`config.mk`:
```
export PLATFORM = sky130hd
export DESIGN_NAME = cpu_uart_tx
export DESIGN_NICKNAME = d
export VERILOG_FILES = /design/src/rtl/cpu_uart_pkg.sv /design/src/rtl/byte_fifo.sv /design/src/rtl/cpu_uart_tx.sv
export SDC_FILE = /design/constraint.sdc
export NUM_CORES = 1
export LEC_CHECK = 0
export CAP_MARGIN = 20
export CORE_MARGIN = 2
export CORE_UTILIZATION = 60
export DETAILED_ROUTE_END_ITERATION = 10
export PLACE_DENSITY = 0.8
export SETUP_SLACK_MARGIN = 0.5
export SLEW_MARGIN = 30
export SYNTH_ARGS = -nofsm -noshare
export SYNTH_HDL_FRONTEND = slang
export SYNTH_SLANG_ARGS = --single-unit
```
`constraint.sdc`:
```
create_clock -name clk -period 8.6 [get_ports clk]
set_input_delay 1.72 -clock clk [delete_from_list [all_inputs] [get_ports clk]]
set_output_delay 1.72 -clock clk [all_outputs]
set_load 0.05 [all_outputs]
```
`src/rtl/cpu_uart_pkg.sv`:
```
// Shared constants and types for the CPU-bus UART transmitter.
package cpu_uart_pkg;

  localparam logic [1:0] OFS_DATA   = 2'd0;
  localparam logic [1:0] OFS_STATUS = 2'd1;
  localparam logic [1:0] OFS_DIV_LO = 2'd2;
  localparam logic [1:0] OFS_DIV_HI = 2'd3;

  localparam int unsigned ST_FULL  = 0;
  localparam int unsigned ST_EMPTY = 1;
  localparam int unsigned ST_BUSY  = 2;
  localparam int unsigned ST_OVF   = 3;

  typedef enum logic [1:0] {IDLE, START, DATA, STOP} tx_state_t;

endpackage

```
`src/rtl/byte_fifo.sv`:
```
// Byte-wide FIFO with a separately tracked count; head entry is visible on rdata
// combinationally.
module byte_fifo #(
  parameter int unsigned DEPTH = 8
) (
  input  logic                       clk,
  input  logic                       reset,
  input  logic                       push,
  input  logic                       pop,
  input  logic [7:0]                 wdata,
  output logic [7:0]                 rdata,
  output logic [$clog2(DEPTH):0]     count,
  output logic                       full,
  output logic                       empty
);

  localparam int unsigned AW = $clog2(DEPTH);
  localparam int unsigned CW = AW + 1;

  logic [7:0]    mem_q [DEPTH];
  logic [AW-1:0] wptr_q, rptr_q;
  logic [CW-1:0] count_q, count_d;
  logic          push_ok, pop_ok;

  assign empty   = (count_q == '0);
  assign full    = (count_q == CW'(DEPTH));
  assign pop_ok  = pop & ~empty;
  // A push into a full FIFO is legal when the head leaves in the same cycle.
  assign push_ok = push & (~full | pop_ok);
  assign rdata   = mem_q[rptr_q];
  assign count   = count_q;

  always_comb begin
    count_d = count_q;
    unique case ({push_ok, pop_ok})
      2'b10:   count_d = count_q + 1'b1;
      2'b01:   count_d = count_q - 1'b1;
      default: count_d = count_q;
    endcase
  end

  always_ff @(posedge clk) begin
    if (reset) begin
      wptr_q  <= '0;
      rptr_q  <= '0;
      count_q <= '0;
    end else begin
      if (push_ok) wptr_q <= wptr_q + 1'b1;
      if (pop_ok)  rptr_q <= rptr_q + 1'b1;
      count_q <= count_d;
    end
  end

  always_ff @(posedge clk) begin
    if (push_ok) mem_q[wptr_q] <= wdata;
  end

endmodule

```
`src/rtl/cpu_uart_tx.sv`:
```
// Memory-mapped 8N1 UART transmitter on the 6502 bus: register decode, baud divisor,
// TX FIFO and the serialising FSM.
module cpu_uart_tx
  import cpu_uart_pkg::*;
#(
  parameter logic [15:0] BASE        = 16'h6000,
  parameter int unsigned DEPTH       = 8,
  parameter logic [15:0] DEFAULT_DIV = 16'd433
) (
  input  logic                   clk,
  input  logic                   reset,
  input  logic [15:0]            adr_bus,
  input  logic [7:0]             cpu_wdata,
  input  logic                   RW,
  output logic [7:0]             cpu_rdata,
  output logic                   cpu_sel,
  output logic                   txd,
  output logic                   tx_irq,
  output logic [$clog2(DEPTH):0] dbg_fifo_count
);

  logic       hit, wr_en, rd_en;
  logic [1:0] ofs;
  logic       push_req, push_ok, pop;
  logic       fifo_full, fifo_empty;
  logic [7:0] fifo_rdata;
  logic       busy;
  logic [7:0] status;

  logic [15:0] div_q, div_d;
  logic        ovf_q, ovf_d;
  logic [7:0]  rdata_q, rdata_d;
  logic        sel_q;

  tx_state_t   state_q, state_d;
  logic [7:0]  shreg_q, shreg_d;
  logic [15:0] timer_q, timer_d;
  logic [15:0] div_lat_q, div_lat_d;
  logic [2:0]  bit_cnt_q, bit_cnt_d;
  logic        txd_q, txd_d;
  logic        tick;

  assign hit      = (adr_bus[15:2] == BASE[15:2]);
  assign ofs      = adr_bus[1:0];
  assign wr_en    = hit & ~RW;
  assign rd_en    = hit & RW;
  assign push_req = wr_en & (ofs == OFS_DATA);
  assign push_ok  = push_req & (~fifo_full | pop);
  assign busy     = (state_q != IDLE);
  assign tick     = (timer_q == '0);

  byte_fifo #(
    .DEPTH(DEPTH)
  ) u_fifo (
    .clk   (clk),
    .reset (reset),
    .push  (push_ok),
    .pop   (pop),
    .wdata (cpu_wdata),
    .rdata (fifo_rdata),
    .count (dbg_fifo_count),
    .full  (fifo_full),
    .empty (fifo_empty)
  );

  always_comb begin
    status         = '0;
    status[ST_OVF]   = ovf_q;
    status[ST_BUSY]  = busy;
    status[ST_EMPTY] = fifo_empty;
    status[ST_FULL]  = fifo_full;
  end

  // Bus side: divisor, sticky overflow and registered read data.
  always_comb begin
    div_d   = div_q;
    ovf_d   = ovf_q;
    rdata_d = 8'h00;
    if (wr_en && ofs == OFS_DIV_LO) div_d[7:0]  = cpu_wdata;
    if (wr_en && ofs == OFS_DIV_HI) div_d[15:8] = cpu_wdata;
    if (push_req && !push_ok) begin
      ovf_d = 1'b1;
    end else if (wr_en && ofs == OFS_STATUS && cpu_wdata[ST_OVF]) begin
      ovf_d = 1'b0;
    end
    if (rd_en) begin
      case (ofs)
        OFS_STATUS: rdata_d = status;
        OFS_DIV_LO: rdata_d = div_q[7:0];
        OFS_DIV_HI: rdata_d = div_q[15:8];
        default:    rdata_d = 8'h00;
      endcase
    end
  end

  // Serialiser; the divisor is latched per frame so mid-frame writes wait a frame.
  always_comb begin
    state_d   = state_q;
    shreg_d   = shreg_q;
    timer_d   = timer_q;
    div_lat_d = div_lat_q;
    bit_cnt_d = bit_cnt_q;
    pop       = 1'b0;
    unique case (state_q)
      IDLE: begin
        if (!fifo_empty) begin
          pop       = 1'b1;
          shreg_d   = fifo_rdata;
          timer_d   = div_q;
          div_lat_d = div_q;
          state_d   = START;
        end
      end
      START: begin
        if (tick) begin
          timer_d   = div_lat_q;
          bit_cnt_d = 3'd0;
          state_d   = DATA;
        end else begin
          timer_d = timer_q - 16'd1;
        end
      end
      DATA: begin
        if (tick) begin
          shreg_d   = {1'b0, shreg_q[7:1]};
          timer_d   = div_lat_q;
          bit_cnt_d = bit_cnt_q + 3'd1;
          if (bit_cnt_q == 3'd7) state_d = STOP;
        end else begin
          timer_d = timer_q - 16'd1;
        end
      end
      STOP: begin
        if (tick) begin
          if (!fifo_empty) begin
            pop       = 1'b1;
            shreg_d   = fifo_rdata;
            timer_d   = div_q;
            div_lat_d = div_q;
            state_d   = START;
          end else begin
            state_d = IDLE;
          end
        end else begin
          timer_d = timer_q - 16'd1;
        end
      end
      default: state_d = IDLE;
    endcase

    case (state_d)
      START:   txd_d = 1'b0;
      DATA:    txd_d = shreg_d[0];
      default: txd_d = 1'b1;
    endcase
  end

  always_ff @(posedge clk) begin
    if (reset) begin
      div_q     <= DEFAULT_DIV;
      ovf_q     <= 1'b0;
      rdata_q   <= 8'h00;
      sel_q     <= 1'b0;
      state_q   <= IDLE;
      shreg_q   <= 8'h00;
      timer_q   <= '0;
      div_lat_q <= DEFAULT_DIV;
      bit_cnt_q <= 3'd0;
      txd_q     <= 1'b1;
    end else begin
      div_q     <= div_d;
      ovf_q     <= ovf_d;
      rdata_q   <= rdata_d;
      sel_q     <= rd_en;
      state_q   <= state_d;
      shreg_q   <= shreg_d;
      timer_q   <= timer_d;
      div_lat_q <= div_lat_d;
      bit_cnt_q <= bit_cnt_d;
      txd_q     <= txd_d;
    end
  end

  assign cpu_rdata = rdata_q;
  assign cpu_sel   = sel_q;
  assign txd       = txd_q;
  assign tx_irq    = fifo_empty & ~busy;

endmodule

```
# ---- Yosys cells after proc, flatten, opt, wreduce, memory -nomap -nowiden
# Memories as Yosys holds them, arrays and structs flattened. A register that Yosys moved wholly into a read port is not among the register bits.
# Cells that the tools add are included.
dict set report word_totals {
  in_bits 27
  out_inout_bits 15
  reg_bits 82
  memories 1
  word_cells 106
  ramBits 64
}
dict set report op_classes {
  muxes 33
  addsub 6
  n_bitwise 14
  n_eq_ne 16
  reduce_logical 21
}
# memory depth width rd rd_ports_with_merged_regs wr line_no
set mem_list {}
lappend mem_list {u_fifo.mem_q 8 8 1 1 1 byte_fifo.sv:20} ;# logic [7:0] mem_q [DEPTH];
# op count
set op_table {}
lappend op_table {{$mux 16} 5}
lappend op_table {{$pmux 16 s3} 1}
lappend op_table {{$pmux 8 s3} 2}
lappend op_table {{$pmux 16 s2} 1}
lappend op_table {{$mux 8} 3}
lappend op_table {{$logic_not 16->1} 1}
lappend op_table {{$sub 16x1->16 const B} 1}
lappend op_table {{$eq 14x13->1 const B} 1}
lappend op_table {{$eq 2x2->1 const B} 6}
lappend op_table {{$mux 3} 4}
lappend op_table {{$mux 2} 5}
lappend op_table {{$reduce_bool 2->1} 5}
lappend op_table {{$add 3x1->3 const B} 3}
lappend op_table {{$eq 2x1->1 const B} 4}
lappend op_table {{$pmux 2 s4} 1}
lappend op_table {{$pmux 4 s2} 1}
lappend op_table {{$and 1x1->1} 7}
lappend op_table {{$mux 1} 7}
lappend op_table {{$ne 2x2->1 const B} 3}
lappend op_table {{$pmux 3 s2} 1}
lappend op_table {{$reduce_and 3->1} 2}
lappend op_table {{$logic_and 1x1->1} 5}
lappend op_table {{$not 1->1} 5}
lappend op_table {{$add 4x1->4 const B} 1}
lappend op_table {{other kinds (11)} 15}

# ---- Longest topological paths before layout
# Gate-level depths: netlist of run 1.
dict set report depth {
  word_depth 9
  mapped_depth 14
  depth_no_buf 13
}

# ---- Hierarchy
# A second synthesis of run 1 with hierarchy kept.
dict set report hier_totals {
  cells_unflattened 600
  hier_area_um2 6745.2
}
# mod cells_per_inst area_per_inst_um2 instances seq_area_each_um2
set by_module_without_submodules {}
lappend by_module_without_submodules {cpu_uart_tx 434 3669.8 1 1441.4}
lappend by_module_without_submodules {byte_fifo 166 3075.4 1 2182.1}

# ---- Least setup slack after synthesis of run 1
# OpenSTA, ideal clock, no wires.
dict set report synth_path {
  path_type {in2reg}
  startpoint {input port adr_bus[6]}
  endpoint {register u_fifo.count_q[2] (netlist: u_fifo.count[2])}
  n_path_buf 1
  setup_time_ns 0.070
  stages 12
  slack_ns 4.450
  t_required_ns 8.530
  t_arrival_ns 4.079
  cell_sequence {nor4b_1 -> nand4_1 -> nor3_1 -> o211ai_4 -> buf_4 -> ha_1 -> xor2_1 -> ha_1 -> a21oi_1 -> xor2_1 -> or3_1 -> a21oi_1}
}
dict set report synth_between {
  elab_chain_len 7
  elab_cells_between_ends 9
  cone_classes {eq/ne (3); mux (1); bitwise (4); reduce/logical (1)}
}
# item line_no
set synth_rtl {}
lappend synth_rtl {{start: declaration} cpu_uart_tx.sv:12} ;# input logic [15:0] adr_bus,
lappend synth_rtl {{$eq 14x13->1 (*)} cpu_uart_tx.sv:43} ;# assign hit = (adr_bus[15:2] == BASE[15:2]);
lappend synth_rtl {{$and 1x1->1 (*)} cpu_uart_tx.sv:45} ;# assign wr_en = hit & ~RW;
lappend synth_rtl {{$and 1x1->1 (*)} cpu_uart_tx.sv:47} ;# assign push_req = wr_en & (ofs == OFS_DATA);
lappend synth_rtl {{$and 1x1->1 (*)} cpu_uart_tx.sv:48} ;# assign push_ok = push_req & (~fifo_full | pop);
lappend synth_rtl {{$and 1x1->1 (*)} byte_fifo.sv:29} ;# assign push_ok = push & (~full | pop_ok);
lappend synth_rtl {{$eq 2x1->1 / $eq 2x2->1 (equally long branches)} byte_fifo.sv:35} ;# unique case ({push_ok, pop_ok})
lappend synth_rtl {{$pmux 4 s2 / $reduce_bool 2->1 (equally long branches)} -}
lappend synth_rtl {{end signal: assignment} byte_fifo.sv:50} ;# count_q <= count_d;
lappend synth_rtl {{end: declaration} byte_fifo.sv:22} ;# logic [CW-1:0] count_q, count_d;
# Every way passes the cells marked *; elsewhere a longest branch is shown, timed or not.
# A chain may end at the register's enable or synchronous reset.

# ---- Final worst setup path of run 1
dict set report layout_path {
  startpoint {input port adr_bus[12]}
  endpoint {register u_fifo.count_q[2] (netlist: u_fifo.count[2])}
}
# The elaborated chain is that of the path after synthesis.

==> flow_metrics.py, run 1 <==
metrics = {
    "power": {
        "power_leakage_nw": 2.75,
        "power.density_nw_per_um2": 193,
        "irDropWorstVdd_mv": 0.158,
        "power_mw": 1.51,
    },
    "cells_and_area": {
        "layout.nets": 667,
        "fin_cells": 779,
        "fillers": 709,
        "antenna_cells": 0,
        "syn_to_final_growth_pct": 16.3,
        "fin_util_pct": 72.1,
        "layout-drive-gt1-share_pct": 11.6,
    },
    "hold_path": {
        "worst_hold_path_type": "reg -> reg",
    },
    "floorplanning": {
        "start_util_pct": 62.0,
        "ios": 42,
        "die_h_um": 110,
        "die_w_um": 110,
        "rows": 38,
        "core_area_um2": 10900,
        "dieArea_um2": 12100,
    },
    "setup_path": {
        "crit_type": "in -> reg",
        "cp_num_buf_inv": 1,
        "critPathMaxFanout": 14,
        "cp_top_family": "simple AND/OR/NAND/NOR gates",
        "crit_chain": "clkdlybuf4s50_1 > nor4b_1 > nand4_1 > nor3_1 > o211ai_4 > ha_1 > xor2_1 > ha_1 > a21oi_1 > xor2_1 > or3_1 > a21oi_1",
        "crit_required_ns": 9.07,
        "crit_slowest_cell": "nor3_1",
        "cp-start-kind": "primary input",
        "cp-end-kind": "flip-flop",
        "slowest_delay_ns": 0.50,
        "worst_ep_arrival_time_ns": 4.91,
    },
    "placed_design": {
        "globalplace.congestion": 0.824,
        "place_inst": 747,
        "io_buffers": 41,
        "dp_hpwl_um": 9850,
    },
    "timing": {
        "finalHoldViolCount": 0,
        "finalCritPeriodShare_pct": 51.6,
        "clock.fmax_mhz": 225,
        "slew_headroom_pct": 40.3,
        "final-max-slew-violation-count": 0,
        "fin_crit_ns": 4.44,
        "setup_viol": 0,
        "clock_skew_ns": 0.00700,
        "rsz0062_at_grt": "no",
        "tightest_slew_ns": 0.893,
        "fin_tns_setup_ns": 0,
    },
    "clock_network": {
        "cts.clk_slew.worst_paths_ns": 0.06,
        "cts_sinks": 149,
        "h-tree-depth": 4,
        "tritoncts": "yes",
        "postCtsSetupBuffers": 0,
        "clock_path_buffers": 2,
        "hold_buffers": 0,
        "cts-resized-gates": 0,
        "clk_latency_ns": 0.54,
        "root_buffer": "clkbuf_8",
        "cts_made_buffers": 17,
    },
    "synthesis": {
        "seq_area_frac_synth_pct": 53.7,
        "yosys.area_share.simple_pct": 14.9,
        "synth_fa_ha_area_share_pct": 2.60,
        "synth_xor_area_share_pct": 2.21,
        "synthesis.area_um2": 6750,
        "synth_compound_area_share_pct": 12.9,
        "syn_avg_cell_area_um2": 11.3,
        "synth_common_cells": "dfxtp_1, edfxtp_1, nor2_1",
        "synth_edf_count": 64,
        "ys_ff_latch": 149,
        "yosysMostFrequentCell": "dfxtp_1",
        "synthArstFlopShare_pct": 0,
        "synthMuxAreaShare_pct": 10.7,
        "synth_top_area_cell": "edfxtp_1",
        "yosys.area.top_type_share_pct": 28.5,
        "synth_area_leaders": "edfxtp_1, dfxtp_1, mux4_2",
        "synth_top_family_by_area": "simple AND/OR/NAND/NOR gates",
        "syn-num-nets": 637,
        "postSynthCellCount": 596,
        "synthFlopType": "dfxtp_1",
        "yosysWarningCount": 0,
        "ys_types": 61,
    },
    "detailed_routing": {
        "drtIter0Drc": 398,
        "wl_um": 15300,
        "drc": 0,
        "avgViaCountPerCell": 6.26,
        "wire_per_inst_um": 19.6,
        "postRouteAntennaNets": 0,
        "dr.pass1.iters": 5,
        "vias": 4879,
    },
    "grt": {
        "antenna_found_initial": 0,
        "grt_max_degree": 74,
        "grtUsageTotal_pct": 26.9,
        "grt_overflow": 0,
        "grt_pass1_vias": 4544,
        "grt_first_pass_wirelength_um": 23900,
    },
    "outcome": {
        "status": "finished, final reports clean",
    },
    "run": {
        "max_cap_viol_count": 0,
    },
}
-- flip-flops by register name (all words and copies together) (netlist names), 3 cells and up, named ones only --
signal / count
bit_cnt_q: 3
cpu_rdata: 8
div_lat_q: 16
div_q: 16
shreg_q: 8
timer_q: 16
u_fifo.count: 4
u_fifo.mem_q: 64
u_fifo.rptr_q: 3
u_fifo.wptr_q: 3
-- logic make-up (layout without fill, tap and decap cells) --
family,Yosys count,count (layout)
and+or+nand+nor,191,191
DFF,149,149
AOI/OAI and AO/OA,126,126
muxes,52,52
buffers and inverters,47,90
xor gates and xnor gates,17,17
adders and majority gates,14,14
-- through the flow --
step	setup WS, ns	hold WS [ns]	instance area (um^2)
3_3_place_gp	3.93	0.443	7220
2_1_floorplan	4.45	0.432	6750
5_1_grt	3.93	0.476	7850
4_1_cts	4.23	0.458	7820
3_5_place_dp	3.79	0.449	7230
6_report	4.16	0.458	7850
-- where the power goes --
| group | switching (mW) | total, mW | leakage (nW) | internal (mW) |
|---|---|---|---|---|
| registers | 0.000112 | 0.737 | 1.26 | 0.737 |
| clock network | 0.299 | 0.744 | 0.288 | 0.446 |
| logic | 0.0173 | 0.0307 | 1.20 | 0.0134 |
-- worst reg2reg max path, delay by kind of cell, from the launching register on --
family          cells  cell delay, ns
flops               1            0.46
fa+ha+maj           3            0.99
compound gates      4            0.96
simple gates        3            0.91
xor+xnor            2            0.27
-- final timing paths --
path / from / endpoint / slack [ns] / cells after the start
hold reg to reg: div_lat_q[15]$_SDFFE_PP0P_ / div_lat_q[15]$_SDFFE_PP0P_ / 0.46 / 2
setup / recovery: adr_bus[12] / u_fifo.count[2]$_SDFFE_PP0P_ / 4.16 / 12
setup reg to reg: state_q[0]$_SDFF_PP0_ / u_fifo.count[2]$_SDFFE_PP0P_ / 4.92 / 12
hold / removal: div_lat_q[15]$_SDFFE_PP0P_ / div_lat_q[15]$_SDFFE_PP0P_ / 0.46 / 2
-- area by class of cell --
| class | instances | area [um^2] | area share (%) |
|---|---|---|---|
| clock buffers | 18 | 418 | 5.32 |
| well taps | 140 | 175 | 2.23 |
| flip-flops and latches | 149 | 3620 | 46.2 |
| clock inverters | 14 | 175 | 2.23 |
| inverters | 12 | 45.0 | 0.574 |
| repair buffers | 46 | 443 | 5.64 |
| multi-input cells | 400 | 2970 | 37.8 |
-- metal layers --
metal	part of all wire, %	GRT usage (%)	vias to the layer above
li1	-	-	2268
met1	43	36.5	2414
met2	49	42.9	174
met3	6.2	6.35	23
met4	1.5	8.77	0
met5	0	0	-
-- placed cells by master (no fill, tap or decap), drive strengths merged, types with 4 or more instances in the layout --
cell / count
edfxtp: 64
mux2i: 35
a22oi: 16
xnor2: 4
clkdlybuf4s50: 40
nor3: 8
xor2: 13
a211o: 5
nand3: 5
nor4b: 8
a21oi: 41
or3: 4
clkinv: 5
inv: 16
nor2: 63
nor2b: 8
dfxtp: 85
o21ai: 20
ha: 14
nand3b: 5
a22o: 6
o22a: 10
mux4: 16
nand2: 59
a21o: 9
buf: 6
clkbuf: 18
nor4: 11
Note: power is estimated with default switching activity, not from simulation.
==> inputs of run 2 (changes only) <==
CORE_UTILIZATION = 53   (was 60)
PLACE_DENSITY = 0.75   (was 0.8)
clock period = 3.9 ns   (was 8.6 ns; I/O delays follow)
==> run 2 against run 1 <==
  * First-iteration DRC count down 15%
  * Via count shrank 2.3%
  * Sequential share of layout area shrank 0.58 points
  * Non-clock buffer count is 12 higher
  * Clock power is 120% higher
  * Cell area grew 1.2%
  * Setup slack got worse by 3.5 ns
  * Sequential cell count stayed put
  * Clock skew rose by 0.0061 ns
  * Largest cell class unchanged
==> flow_metrics.py, run 2 (same netlist as run 1, synthesis figures left out) <==
metrics = {
    "clock_network": {
        "tritoncts": "yes",
        "clock_path_buffers": 2,
        "cts.clk_slew.worst_paths_ns": 0.06,
        "cts_sinks": 149,
        "h-tree-depth": 4,
        "clk_latency_ns": 0.43,
        "root_buffer": "clkbuf_16",
        "cts_made_buffers": 17,
        "hold_buffers": 0,
    },
    "cells_and_area": {
        "layout_commonest_cell": "dfxtp_1",
        "largest_reg_flops": 64,
        "layout_common_cells": "dfxtp_1, edfxtp_1, nor2_1",
        "regMostFlops": "u_fifo.mem_q",
        "antenna_cells": 0,
        "layout.nets": 679,
        "syn_to_final_growth_pct": 17.7,
        "postLayoutCellArea_um2": 7950,
        "fin_cells": 822,
        "layout-drive-gt1-share_pct": 12.5,
        "fin_util_pct": 63.5,
    },
    "placed_design": {
        "place_area_um2": 7340,
        "dp_hpwl_um": 9990,
        "io_buffers": 41,
        "globalplace.congestion": 0.799,
        "dp_slack_ns": 0.243,
        "place_inst": 790,
    },
    "floorplanning": {
        "dieArea_um2": 13700,
        "die_h_um": 117,
        "ios": 42,
        "die_w_um": 117,
        "core_area_um2": 12500,
        "start_util_pct": 53.9,
        "rows": 41,
    },
    "timing": {
        "slew_headroom_pct": 45.2,
        "setup_viol": 0,
        "tightest_slew_ns": 0.822,
        "finalHoldViolCount": 0,
        "rsz0062_at_grt": "no",
        "fin_tns_setup_ns": 0,
        "fin_ws_ns": 0.627,
        "clock.fmax_mhz": 306,
        "fin_crit_ns": 3.27,
        "final-max-slew-violation-count": 0,
        "finalCritPeriodShare_pct": 83.9,
        "clock_skew_ns": 0.0131,
        "hold-worst-slack_ns": 0.465,
    },
    "run": {
        "max_cap_viol_count": 0,
    },
    "power": {
        "power_leakage_nw": 2.81,
        "power.net_switching_mw": 0.702,
        "p_int_mw": 2.61,
        "p_seq_share_pct": 49.1,
        "switching_share_pct": 21.2,
        "clkPwrFrac_pct": 48.8,
        "pwr-share-comb_pct": 2.1,
        "power.density_nw_per_um2": 416,
        "irDropWorstVdd_mv": 0.375,
        "power_mw": 3.31,
    },
    "grt": {
        "grt_overflow": 0,
        "grt_pass1_vias": 4643,
        "grt_max_degree": 46,
        "grt_first_pass_wirelength_um": 23700,
        "grtUsageTotal_pct": 23.0,
        "antenna_found_initial": 0,
    },
    "detailed_routing": {
        "wl_um": 14700,
        "dr.pass1.iters": 5,
        "drtIter0Drc": 338,
        "wire_per_inst_um": 17.9,
        "avgViaCountPerCell": 5.80,
        "postRouteAntennaNets": 0,
        "drc": 0,
        "vias": 4768,
    },
    "setup_path": {
        "cp-start-kind": "flip-flop",
        "critPathMaxFanout": 14,
        "crit_required_ns": 3.12,
        "worst_ep_arrival_time_ns": 2.49,
        "crit_type": "reg -> out",
        "cp-end-kind": "output pin",
    },
    "outcome": {
        "status": "finished, final reports clean",
    },
    "hold_path": {
        "worst_hold_path_type": "reg -> reg",
    },
}
-- run 2: cell types whose count changed in the layout (fill, tap and decap cells not counted), moves of 2 or more --
cell      change
buf_4        +12
clkinv_2      -3
nor3_1        +2
nor3_2        -2
nor4b_2       +2
nor4b_4       -2
-- run 2: what timing repair did --
item | CTS | global route
endpoints found under the setup margin | 0 | 1
resized for setup | 0 | 2
buffers inserted | 0 | 1
-- run 2: area by class of cell --
| type | instances | area [um^2] |
|---|---|---|
| clock buffers | 19 | 433 |
| clock inverters | 12 | 144 |
| fillers | 1002 | 4570 |
| inverters | 12 | 45.0 |
| multi-input cells | 400 | 2950 |
| flip-flops and latches | 149 | 3620 |
| well taps | 172 | 215 |
| repair buffers | 58 | 533 |
-- run 2: path summary, 6_finish.rpt --
| kind | depth (start not counted) | slack (ns) | end | from |
|---|---|---|---|---|
| worst max register to register | 12 | 0.76 | u_fifo.count[2]$_SDFFE_PP0P_ | state_q[0]$_SDFF_PP0_ |
| worst max-delay path | 3 | 0.63 | tx_irq | u_fifo.count[0]$_SDFFE_PP0P_ |
| worst min-delay path | 2 | 0.46 | div_lat_q[1]$_SDFFE_PP0P_ | div_lat_q[1]$_SDFFE_PP0P_ |
| worst min register to register | 2 | 0.46 | div_lat_q[1]$_SDFFE_PP0P_ | div_lat_q[1]$_SDFFE_PP0P_ |
-- run 2: metal layers --
metal	GRT usage (%)	part of all wire, %	up-vias
met3	6.08	4.5	13
met5	0	0	-
met1	30.0	45	2360
met2	38.5	50	94
li1	-	-	2301
met4	5.96	0.67	0
-- run 2: worst max-delay path: stages, from the launching register on --
cell             delay [ns]
dfxtp_1                0.42
or4_4                  0.68
nor2_1                 0.14
clkdlybuf4s50_1        0.82
-- run 2: power by group through the flow --
stage | clock (mW) | sequential [mW] | combinational, mW
finish | 1.62 | 1.62 | 0.0681
global route | 1.70 | 1.62 | 0.0733
CTS | 1.63 | 1.62 | 0.0685
detailed placement | 0 | 1.66 | 0.0681
global placement | 0 | 1.66 | 0.0665
floorplan | 0 | 1.66 | 0.0232
